File: src/rtl/cpe_misr_compactor.sv
// Response analyser for the CPE adder stage: folds a stream of codewords into a
// Galois MISR signature and compares it with a golden value after NPAT codewords.
module cpe_misr_compactor #(
  parameter int               NCODE = 15,
  parameter int               NPAT  = 16384,
  parameter int               CNTW  = 15,
  parameter logic [NCODE-1:0] POLY  = NCODE'(3),
  parameter logic [NCODE-1:0] SEED  = '0
) (
  input  logic             clk,
  input  logic             rst,
  input  logic             start,
  input  logic             abort,
  input  logic             code_valid,
  input  logic [NCODE-1:0] code,
  input  logic [NCODE-1:0] golden,
  output logic             busy,
  output logic             done,
  output logic             pass,
  output logic [NCODE-1:0] signature,
  output logic [CNTW-1:0]  count
);

  typedef enum logic [1:0] {
    IDLE = 2'd0,
    RUN  = 2'd1,
    DONE = 2'd2
  } state_t;

  localparam logic [CNTW-1:0] CNT_LAST = CNTW'(NPAT - 1);
  localparam logic [CNTW-1:0] CNT_FULL = CNTW'(NPAT);

  // Galois step: multiply by x modulo the feedback polynomial, then inject the codeword.
  function automatic logic [NCODE-1:0] misr_step(input logic [NCODE-1:0] sig,
                                                 input logic [NCODE-1:0] cw);
    logic [NCODE-1:0] fb;
    fb = sig[NCODE-1] ? POLY : '0;
    return ({sig[NCODE-2:0], 1'b0} ^ fb) ^ cw;
  endfunction

  state_t           state;
  logic [NCODE-1:0] sig_next;

  assign sig_next = misr_step(signature, code);

  always_ff @(posedge clk) begin
    if (rst) begin
      state     <= IDLE;
      busy      <= 1'b0;
      done      <= 1'b0;
      pass      <= 1'b0;
      signature <= SEED;
      count     <= '0;
    end else begin
      case (state)
        IDLE: begin
          if (start && !abort) begin
            state     <= RUN;
            busy      <= 1'b1;
            signature <= SEED;
            count     <= '0;
          end
        end
        RUN: begin
          // abort wins over absorption: the codeword presented with it is dropped
          if (abort) begin
            state <= IDLE;
            busy  <= 1'b0;
            done  <= 1'b0;
            pass  <= 1'b0;
          end else if (code_valid) begin
            signature <= sig_next;
            if (count == CNT_LAST) begin
              state <= DONE;
              busy  <= 1'b0;
              done  <= 1'b1;
              pass  <= (sig_next == golden);
              count <= CNT_FULL;
            end else begin
              count <= count + 1'b1;
            end
          end
        end
        DONE: begin
          if (abort) begin
            state <= IDLE;
            done  <= 1'b0;
            pass  <= 1'b0;
          end else if (start) begin
            state     <= RUN;
            busy      <= 1'b1;
            done      <= 1'b0;
            pass      <= 1'b0;
            signature <= SEED;
            count     <= '0;
          end
        end
        default: begin
          state <= IDLE;
          busy  <= 1'b0;
          done  <= 1'b0;
          pass  <= 1'b0;
        end
      endcase
    end
  end

endmodule

File: config.mk
export PLATFORM = sky130hd
export DESIGN_NAME = cpe_misr_compactor
export DESIGN_NICKNAME = d
export VERILOG_FILES = /design/src/rtl/cpe_misr_compactor.sv
export SDC_FILE = /design/constraint.sdc
export NUM_CORES = 1
export LEC_CHECK = 0
export BUFFER_PORTS_ARGS = -buffer_cell sky130_fd_sc_hd__buf_2
export CORE_MARGIN = 3
export CORE_UTILIZATION = 45
export CTS_BUF_LIST = sky130_fd_sc_hd__clkbuf_8
export CTS_CLUSTER_SIZE = 16
export DETAILED_ROUTE_END_ITERATION = 10
export PLACE_DENSITY = 0.83
export SYNTH_ARGS = -nofsm -noshare
export SYNTH_HDL_FRONTEND = slang
export SYNTH_SLANG_ARGS = --single-unit
File: constraint.sdc
create_clock -name clk -period 2 [get_ports clk]
set_input_delay 0.2 -clock clk [delete_from_list [all_inputs] [get_ports clk]]
set_output_delay 0.2 -clock clk [all_outputs]
set_load 0.02 [all_outputs]
; ---- After elaboration in Yosys (flattened, before gate mapping)
; Cells that the tools add are included.
[totals]
reg_bits = 35
inputBits = 35
output_inout_bits = 33
wordCells = 65
[classes]
addsub = 1
eq_ne = 12
muxes = 35
n_bitwise = 3
reduce_logical = 8
[op_table]
columns = op, n
row1 = $mux W15, 8
row2 = $pmux W15 S3, 2
row3 = $add A15 B1 Y15 const B, 1
row4 = $eq A15 B14 Y1 const B, 1
row5 = $eq A15 B15 Y1, 1
row6 = $xor A15 B15 Y15, 1
row7 = $xor A15 B2 Y15, 1
row8 = $mux W1, 14
row9 = $mux W2, 7
row10 = $ne A2 B2 Y1 const B, 5
row11 = $ne A3 B3 Y1 const B, 3
row12 = $pmux W1 S3, 3
row13 = $reduce_and A4 Y1, 2
row14 = $pmux W2 S3, 1
row15 = $reduce_and A6 Y1, 1
row16 = $reduce_and A5 Y1, 1
row17 = $reduce_bool A3 Y1, 1
row18 = $eq A2 B1 Y1 const B, 1
row19 = $eq A2 B2 Y1 const B, 1
row20 = $logic_not A2 Y1, 1
row21 = $logic_and A1 B1 Y1, 1
row22 = $logic_not A1 Y1, 1
row23 = $not A1 Y1, 1

; ---- Depth between registers and ports, before layout
; Gate-level depths: netlist of run 1.
[logic_depth]
ltp_word = 8
depth_mapped = 7

; ---- Worst setup path after synthesis of run 1
; OpenSTA, ideal clock, no wires.
[synth_path]
path_kind = reg2reg
startpoint = register count[0]
endpoint = register count[4]
arrival_ns = 1.672
t_required_ns = 1.885
slack_ns = 0.213
stages_incl_launch_ff = 8
synth_period_minus_slack_ns = 1.787
cell_sequence = dfxtp_1 ha_1 nand4b_1 or4_4 a21oi_1 or2_2 buf_4 nor2_1
[synth_via]
elab_chain_len = 5
elab_cells_between_ends = 6
classes_between = add/sub (1) / eq/ne (1) / mux (4)
[synth_rtl]
columns = element, line
row1 = from (decl), 21  ; output logic [CNTW-1:0] count
row2 = from (signal assigned), 80  ; count <= count + 1'b1;
row3 = $add A15 B1 Y15 / $eq A15 B14 Y1 (equally long branches), "80, 73"
row4 = $mux W15 (*), 73  ; if (count == CNT_LAST) begin
row5 = $mux W15 (*), 71  ; end else if (code_valid) begin
row6 = $mux W15 (*), 66  ; if (abort) begin
row7 = $pmux W15 S3 (*), 55  ; case (state)
; Every way passes the cells marked *; elsewhere a longest branch is shown, timed or not. The select of a mux whose other input is x is not followed.
; A chain may end at the register's enable or synchronous reset.

; ---- Worst setup path after layout of run 1
[layout_path]
startpoint = register state[0]
endpoint = register count[11]
[layout_via]
elab_chain_len = 3
elab_cells_between_ends = 11
classes_between = eq/ne (7) / mux (1) / reduce/logical (3)
[layout_rtl]
columns = element, line
row1 = from (decl), 41  ; state_t state;
row2 = from (signal assigned), 48  ; state <= IDLE;
row3 = from (signal assigned), 58  ; state <= RUN;
row4 = from (signal assigned), 67  ; state <= IDLE;
row5 = $eq A2 B1 Y1 (tied with other cells), 55
row6 = $ne A2 B2 Y1 (no line) / $reduce_bool A3 Y1 (equally long branches), --
row7 = $reduce_and A6 Y1 (no line), --
; Parallel ways exist; a longest one is shown, timed or not.

==> reports/metrics.csv, run 1 <==
stage,metric,value,unit
clocking,cts-buffers-inserted,5,
timing,tns,0,ps
timing,relSlewSlack,70.03,%
synthesis,synth_edf_count,0,
critical_path,cp_top_family,compound AO/OA/AOI/OAI gates,
power_and_ir_drop,p_seq_share,50.9,%
route,via_count,1715,
power_and_ir_drop,p_leak,1.062,nW
clocking,cts_root_buf,clkbuf_8,
timing,max_freq,568.8,MHz
run,timing.max_cap.violations,0,
route,wl_per_cell,13.30,µm
global_routing,gr-total-overflow,0,
critical_path,critPathMaxStageDelay,450,ps
clocking,cts_tree,built,
synthesis,synth.avg_cell_area,9.253,µm²
placement,port_buffers,67,
global_routing,track_usage,18.21,%
power_and_ir_drop,switching_share,24.31,%
critical_path,path_max_fanout,8,
synthesis,synth_ff_type,dfxtp_1,
route,drc,0,
critical_path,crit_buf_inv,0,
final_layout,fin_nets,313,
final_layout,area_delta_synth_final,24.93,%
synthesis,async_flop_share,0,%
placement,dp_slack,258.7,ps
status,status,completed,
clocking,cts_max_path_buffers,2,
clocking,htreeDepth,2,
final_layout,antenna_cells,0,
route,post_drt_via_cell_ratio,5.277,
timing,finalCriticalPeriod,1758,ps
timing,post-route-period-util,87.90,%
route,wl,4323,µm
critical_path,startpoint_type,flip-flop,
final_layout,layout.cells.most_common,buf_2,
critical_path,path_cells,nor3b_4 > nand2_1 > a21oi_1 > a41oi_1 > a311oi_1,
clocking,post_cts_buffers,0,
global_routing,antenna_found_initial,0,
route,dr.pass1.iters,4,
placement,placed_cells,318,
placement,placed_cell_area,2282,µm²
die,fp.dieW,70.93,µm
critical_path,worstPathArrival,1950,ps
synthesis,yosysSeqAreaShare,36.94,%
final_layout,fin_area,2370,µm²
clocking,cts.sinks,35,
timing,worst_pin_slew,449.6,ps
timing,finalSetupViolations,0,
critical_path,critPathRequiredTime,2190,ps
power_and_ir_drop,p_sw,0.0003394,W
route,ant_nets,0,
timing,hold_viol,0,
critical_path,path_class,flip-flop to flip-flop,
synthesis,synth_area,1897,µm²
clocking,clkLatencyLatePin,290,ps
die,rows,22,
placement,dp_hpwl,3297,µm
clocking,cts_resized,0,
die,core-area,3854,µm²
critical_path,crit_cells,5,
synthesis,ys_ff_latch,35,
route,drt_iter0_markers,108,
clocking,postCtsHoldBufs,0,
min_path,whs_path_depth,2,
power_and_ir_drop,vdd_drop_max,0.0003562,V
synthesis,synth_cells,205,
power_and_ir_drop,powerDensity,589.2,nW/µm²
timing,final-max-slew-violation-count,0,
final_layout,drive_gt1_share,31.41,%
critical_path,crit_path_end_kind,flip-flop,
power_and_ir_drop,p_int,0.001057,W
timing,fin_ws,242.1,ps
placement,gp_congestion,0.8168,
final_layout,num-fill-cells,337,
timing,clock_skew,5.434,ps
synthesis,ys_warn_count,0,
die,io_pins,68,
critical_path,crit_path_top_delay_cell,dfxtp_1,
synthesis,yosys.cell_types.count,41,
die,die_h,70.93,µm
die,start_util,49.22,%
power_and_ir_drop,combPwrFrac,12.6,%
min_path,hold_class,input pin to flip-flop,
clocking,clk_pin_slew,60,ps
final_layout,instances_no_fill,325,
die,die_area,5030,µm²
synthesis,synth_nets,241,
timing,grt_setup_unrepaired,no,
global_routing,grt_pass1_wl,7286,µm
power_and_ir_drop,power_frac_clock,36.4,%
global_routing,grt_start_max_net_pins,28,
final_layout,final_cell_mix,"67 x buf_2, 35 x dfxtp_1, 23 x nor2_1",
critical_path,r2r_cells,5,
global_routing,first_global_vias,1646,
## flip-flops by register name (all words and copies together) (netlist names)
| register | flops |
|---|---|
| count | 15 |
| busy | 1 |
| done | 1 |
| pass | 1 |
| signature | 15 |
| state | 2 |
## per-stage QoR
stage                     hold slack, ps  util [%]  total power (W)
after detailed placement           472.2     59.22        0.0009043
after CTS                          227.1     61.49         0.001407
after global placement             463.8     59.22        0.0009004
final                              228.3     61.49         0.001396
after global routing               252.8     61.49         0.001468
after floorplan                    279.3         -        0.0008391
## final cells by class
cell class / instances / area, µm² / area share [%]
multi-input cells: 160 / 1137 / 47.99
flip-flops and latches: 35 / 700.7 / 29.57
repair buffers: 72 / 372.9 / 15.73
clock buffers: 6 / 82.58 / 3.485
well taps: 48 / 60.06 / 2.534
inverters: 3 / 11.26 / 0.4752
clock inverters: 1 / 5.005 / 0.2112
## synth_stat cells, drive strengths merged, types with 4 or more instances
cell / n / area share, %
nor4: 5 / 1.6
nand3: 6 / 1.6
o21ai: 8 / 2.7
dfxtp: 35 / 37
nor3: 4 / 1.1
xor2: 20 / 9.2
xnor2: 18 / 8.3
nor2b: 7 / 2.3
nand2: 14 / 2.8
nor2: 23 / 4.6
nand4: 8 / 3.0
xnor3: 4 / 4.7
a21oi: 5 / 1.3
a22oi: 11 / 4.4
## logic make-up after synthesis
kind of cell	share of synthesized area (%)
adders and majority gates	0.6595
DFF	36.94
xor gates and xnor gates	22.30
AOI/OAI and AO/OA	12.01
muxes	1.055
and+or+nand+nor	23.94
buffers and inverters	3.100
## metal layers
layer	up-vias	GRT usage [%]	share of wire, %
met2	67	30.38	48
met5	-	0	0
met4	0	6.263	1.5
met1	780	21.99	42
met3	7	5.966	7.9
li1	861	-	-
## power by group through the flow
stage,registers (W),logic (W),clock network [W]
after floorplan,0.000733,0.000106,0
after global placement,0.000727,0.000173,0
after detailed placement,0.000727,0.000177,0
after CTS,0.000711,0.000179,0.000517
after global routing,0.000712,0.000196,0.000559
final,0.000711,0.000176,0.000509
## final timing paths
path                    end      from  slack [ps]
setup reg to reg  count[11]  state[0]         240
setup / recovery  count[11]  state[0]         240
hold reg to reg        pass      pass         470
hold / removal     state[1]     abort         230
(Power assumes the default switching activity.)
==> run 2, diff against run 1 <==
- CORE_UTILIZATION: 45 -> 50
- PLACE_DENSITY: 0.83 -> 0.9
==> reports/metrics.csv, run 2 (synthesis gave the netlist of run 1 again) <==
stage,metric,value,unit,change
status,status,completed,,
final_layout,instances_no_fill,321,,-1.2%
route,wl_met2,2241,µm,+7.0%
final_layout,antenna_cells,0,,unchanged
route,drc,0,,unchanged
critical_path,critPathRequiredTime,2180,ps,about the same
final_layout,layout.cells.most_common,buf_2,,
power_and_ir_drop,power_frac_clock,33.9,%,-2.5 points
global_routing,grt_pass1_wl,7162,µm,-1.7%
route,ant_nets,0,,unchanged
die,die_h,67.59,µm,-4.7%
timing,whs,235.0,ps,+6.715 ps
clocking,cts-buffers-inserted,5,,unchanged
min_path,whs_path_depth,2,,unchanged
route,dr.pass1.iters,4,,unchanged
die,io_pins,68,,unchanged
global_routing,track_usage,21.09,%,+2.9 points
min_path,hold_path.startpoint,abort,,
die,rows,21,,-4.5%
final_layout,num-fill-cells,291,,-14%
timing,clock_skew,3.110,ps,-2.324 ps
route,wl_per_cell,14.37,µm,+8.0%
clocking,cts_root_buf,clkbuf_8,,
final_layout,final_cell_mix,"67 x buf_2, 35 x dfxtp_1, 23 x nor2_1",,
timing,post-route-period-util,91.93,%,+4.0 points
die,die_area,4568,µm²,-9.2%
clocking,cts.sinks,35,,unchanged
power_and_ir_drop,powerDensity,573.7,nW/µm²,-2.6%
final_layout,fin_nets,312,,-0.32%
critical_path,reg2reg_slack,160,ps,-80 ps
timing,relSlewSlack,69.23,%,-0.79 points
final_layout,top_regs,"count: 15 flops, signature: 15 flops, state: 2 flops",,
route,post_drt_via_cell_ratio,5.439,,+3.1%
run,timing.max_cap.violations,0,,unchanged
placement,dp_hpwl,3509,µm,+6.4%
final_layout,area_delta_synth_final,23.94,%,
timing,finalCriticalPeriod,1839,ps,+80.62 ps
route,via_count,1746,,+1.8%
timing,finalSetupViolations,0,,unchanged
min_path,hold_path_end,state[1],,
critical_path,path_class,flip-flop to flip-flop,,
timing,grt_setup_unrepaired,no,,
global_routing,antenna_found_initial,0,,unchanged
placement,gp_congestion,0.8315,,+1.8%
clocking,cts_tree,built,,
placement,port_buffers,67,,unchanged
route,dr_wl_met3,414,µm,+22%
die,core-area,3495,µm²,-9.3%
global_routing,first_global_vias,1666,,+1.2%
timing,final-max-slew-violation-count,0,,unchanged
power_and_ir_drop,p_leak,1.050,nW,-1.1%
critical_path,r2r_end,count[12],,
route,top_layer,met4,,
critical_path,worstPathArrival,2020,ps,+70 ps
placement,placed_cells,315,,-0.94%
route,wirelength_met1,1870,µm,+2.6%
final_layout,drive_gt1_share,30.91,%,-0.50 points
die,fp.dieW,67.59,µm,-4.7%
critical_path,r2r-start,count[0],,
timing,max_freq,543.9,MHz,-4.4%
clocking,clk_pin_slew,60,ps,about the same
clocking,cts_max_path_buffers,2,,unchanged
route,drt_iter0_markers,142,,+31%
power_and_ir_drop,p_seq_share,52.8,%,+1.9 points
timing,hold_viol,0,,unchanged
power_and_ir_drop,combPwrFrac,13.3,%,+0.7 points
power_and_ir_drop,switching_share,24.72,%,+0.41 points
clocking,clkLatencyLatePin,290,ps,about the same
min_path,hold_class,input pin to flip-flop,,
critical_path,crit_path_end_kind,flip-flop,,
clocking,htreeDepth,2,,unchanged
critical_path,path_max_fanout,6,,-2
global_routing,grt_start_max_net_pins,28,,unchanged
power_and_ir_drop,p_int,0.001015,W,-3.9%
timing,worst_pin_slew,461.5,ps,+11.91 ps
route,wl,4612,µm,+6.7%
timing,tns,0,ps,unchanged
critical_path,startpoint_type,flip-flop,,
global_routing,gr-total-overflow,0,,unchanged
critical_path,r2r_cells,6,,+1
power_and_ir_drop,vdd_drop_max,0.0004186,V,+18%
power_and_ir_drop,p_sw,0.0003334,W,-1.8%
die,start_util,54.28,%,+5.1 points
run 2: cell types whose count changed in the layout (fill, tap and decap cells not counted), sizes merged:
cell | before | now
clkinv | 1 | 0
buf | 72 | 71
inv | 3 | 4
clkbuf | 6 | 5
run 2: metrics by stage:
| step | setup WS [ps] | utilization [%] | power [W] | cell area (µm²) |
|---|---|---|---|---|
| finish | 161.4 | 67.28 | 0.001349 | 2351 |
| CTS | 179.0 | 67.10 | 0.001358 | 2345 |
| detailed placement | 194.2 | 65.02 | 0.0009065 | 2272 |
| global route | 5.788 | 67.28 | 0.001399 | 2351 |
| global placement | 292.1 | 65.02 | 0.0009036 | 2272 |
| floorplan | 213.5 | - | 0.0008391 | 1897 |
run 2: final cells by class:
class	instances	area, µm²	share of cell area, %
Inverter	3	11.26	0.4790
Clock inverter	1	3.754	0.1597
Clock buffer	5	68.82	2.927
Sequential cell	35	700.7	29.80
Timing Repair Buffer	71	365.4	15.54
Multi-Input combinational cell	160	1144	48.64
Tap cell	46	57.56	2.448
run 2: critical path, stage by stage, from the launching register on:
cell      delay, ps
dfxtp_1         440
ha_1            230
nand3_1         160
a211oi_2        420
nand4_1         170
xnor2_1         140
and3b_1         170
run 2: repair_timing:
action / CTS / global route
gates resized for setup: 0 / 1
setup endpoints to repair: 0 / 2
endpoints found under the hold margin: 0 / 0
hold buffers: 0 / 0
buffers inserted: 0 / 0
run 2: worst max path at each step:
stage / startpoint / end / slack, ps / cells past startpoint
2_1_floorplan: count[0] / count[4] / 210 / 7
3_3_place_gp: state[0] / count[11] / 290 / 5
3_5_place_dp: count[0] / count[6] / 190 / 6
4_1_cts: count[0] / count[11] / 180 / 6
5_1_grt: count[0] / count[12] / 6 / 6
6_report: count[0] / count[12] / 160 / 6
run 2: power by group through the flow:
stage / Sequential (W) / Clock [W] / Combinational (W)
2_1_floorplan: 0.000733 / 0 / 0.000106
3_3_place_gp: 0.000727 / 0 / 0.000177
3_5_place_dp: 0.000727 / 0 / 0.000179
4_1_cts: 0.000712 / 0.000465 / 0.000181
5_1_grt: 0.000713 / 0.000490 / 0.000196
6_report: 0.000712 / 0.000457 / 0.000180
run 2: layer usage:
metal / global-route usage (%) / vias up
met5: 0 / -
met4: 7.342 / 0
met3: 7.820 / 13
met2: 35.36 / 78
met1: 24.51 / 799
li1: - / 856
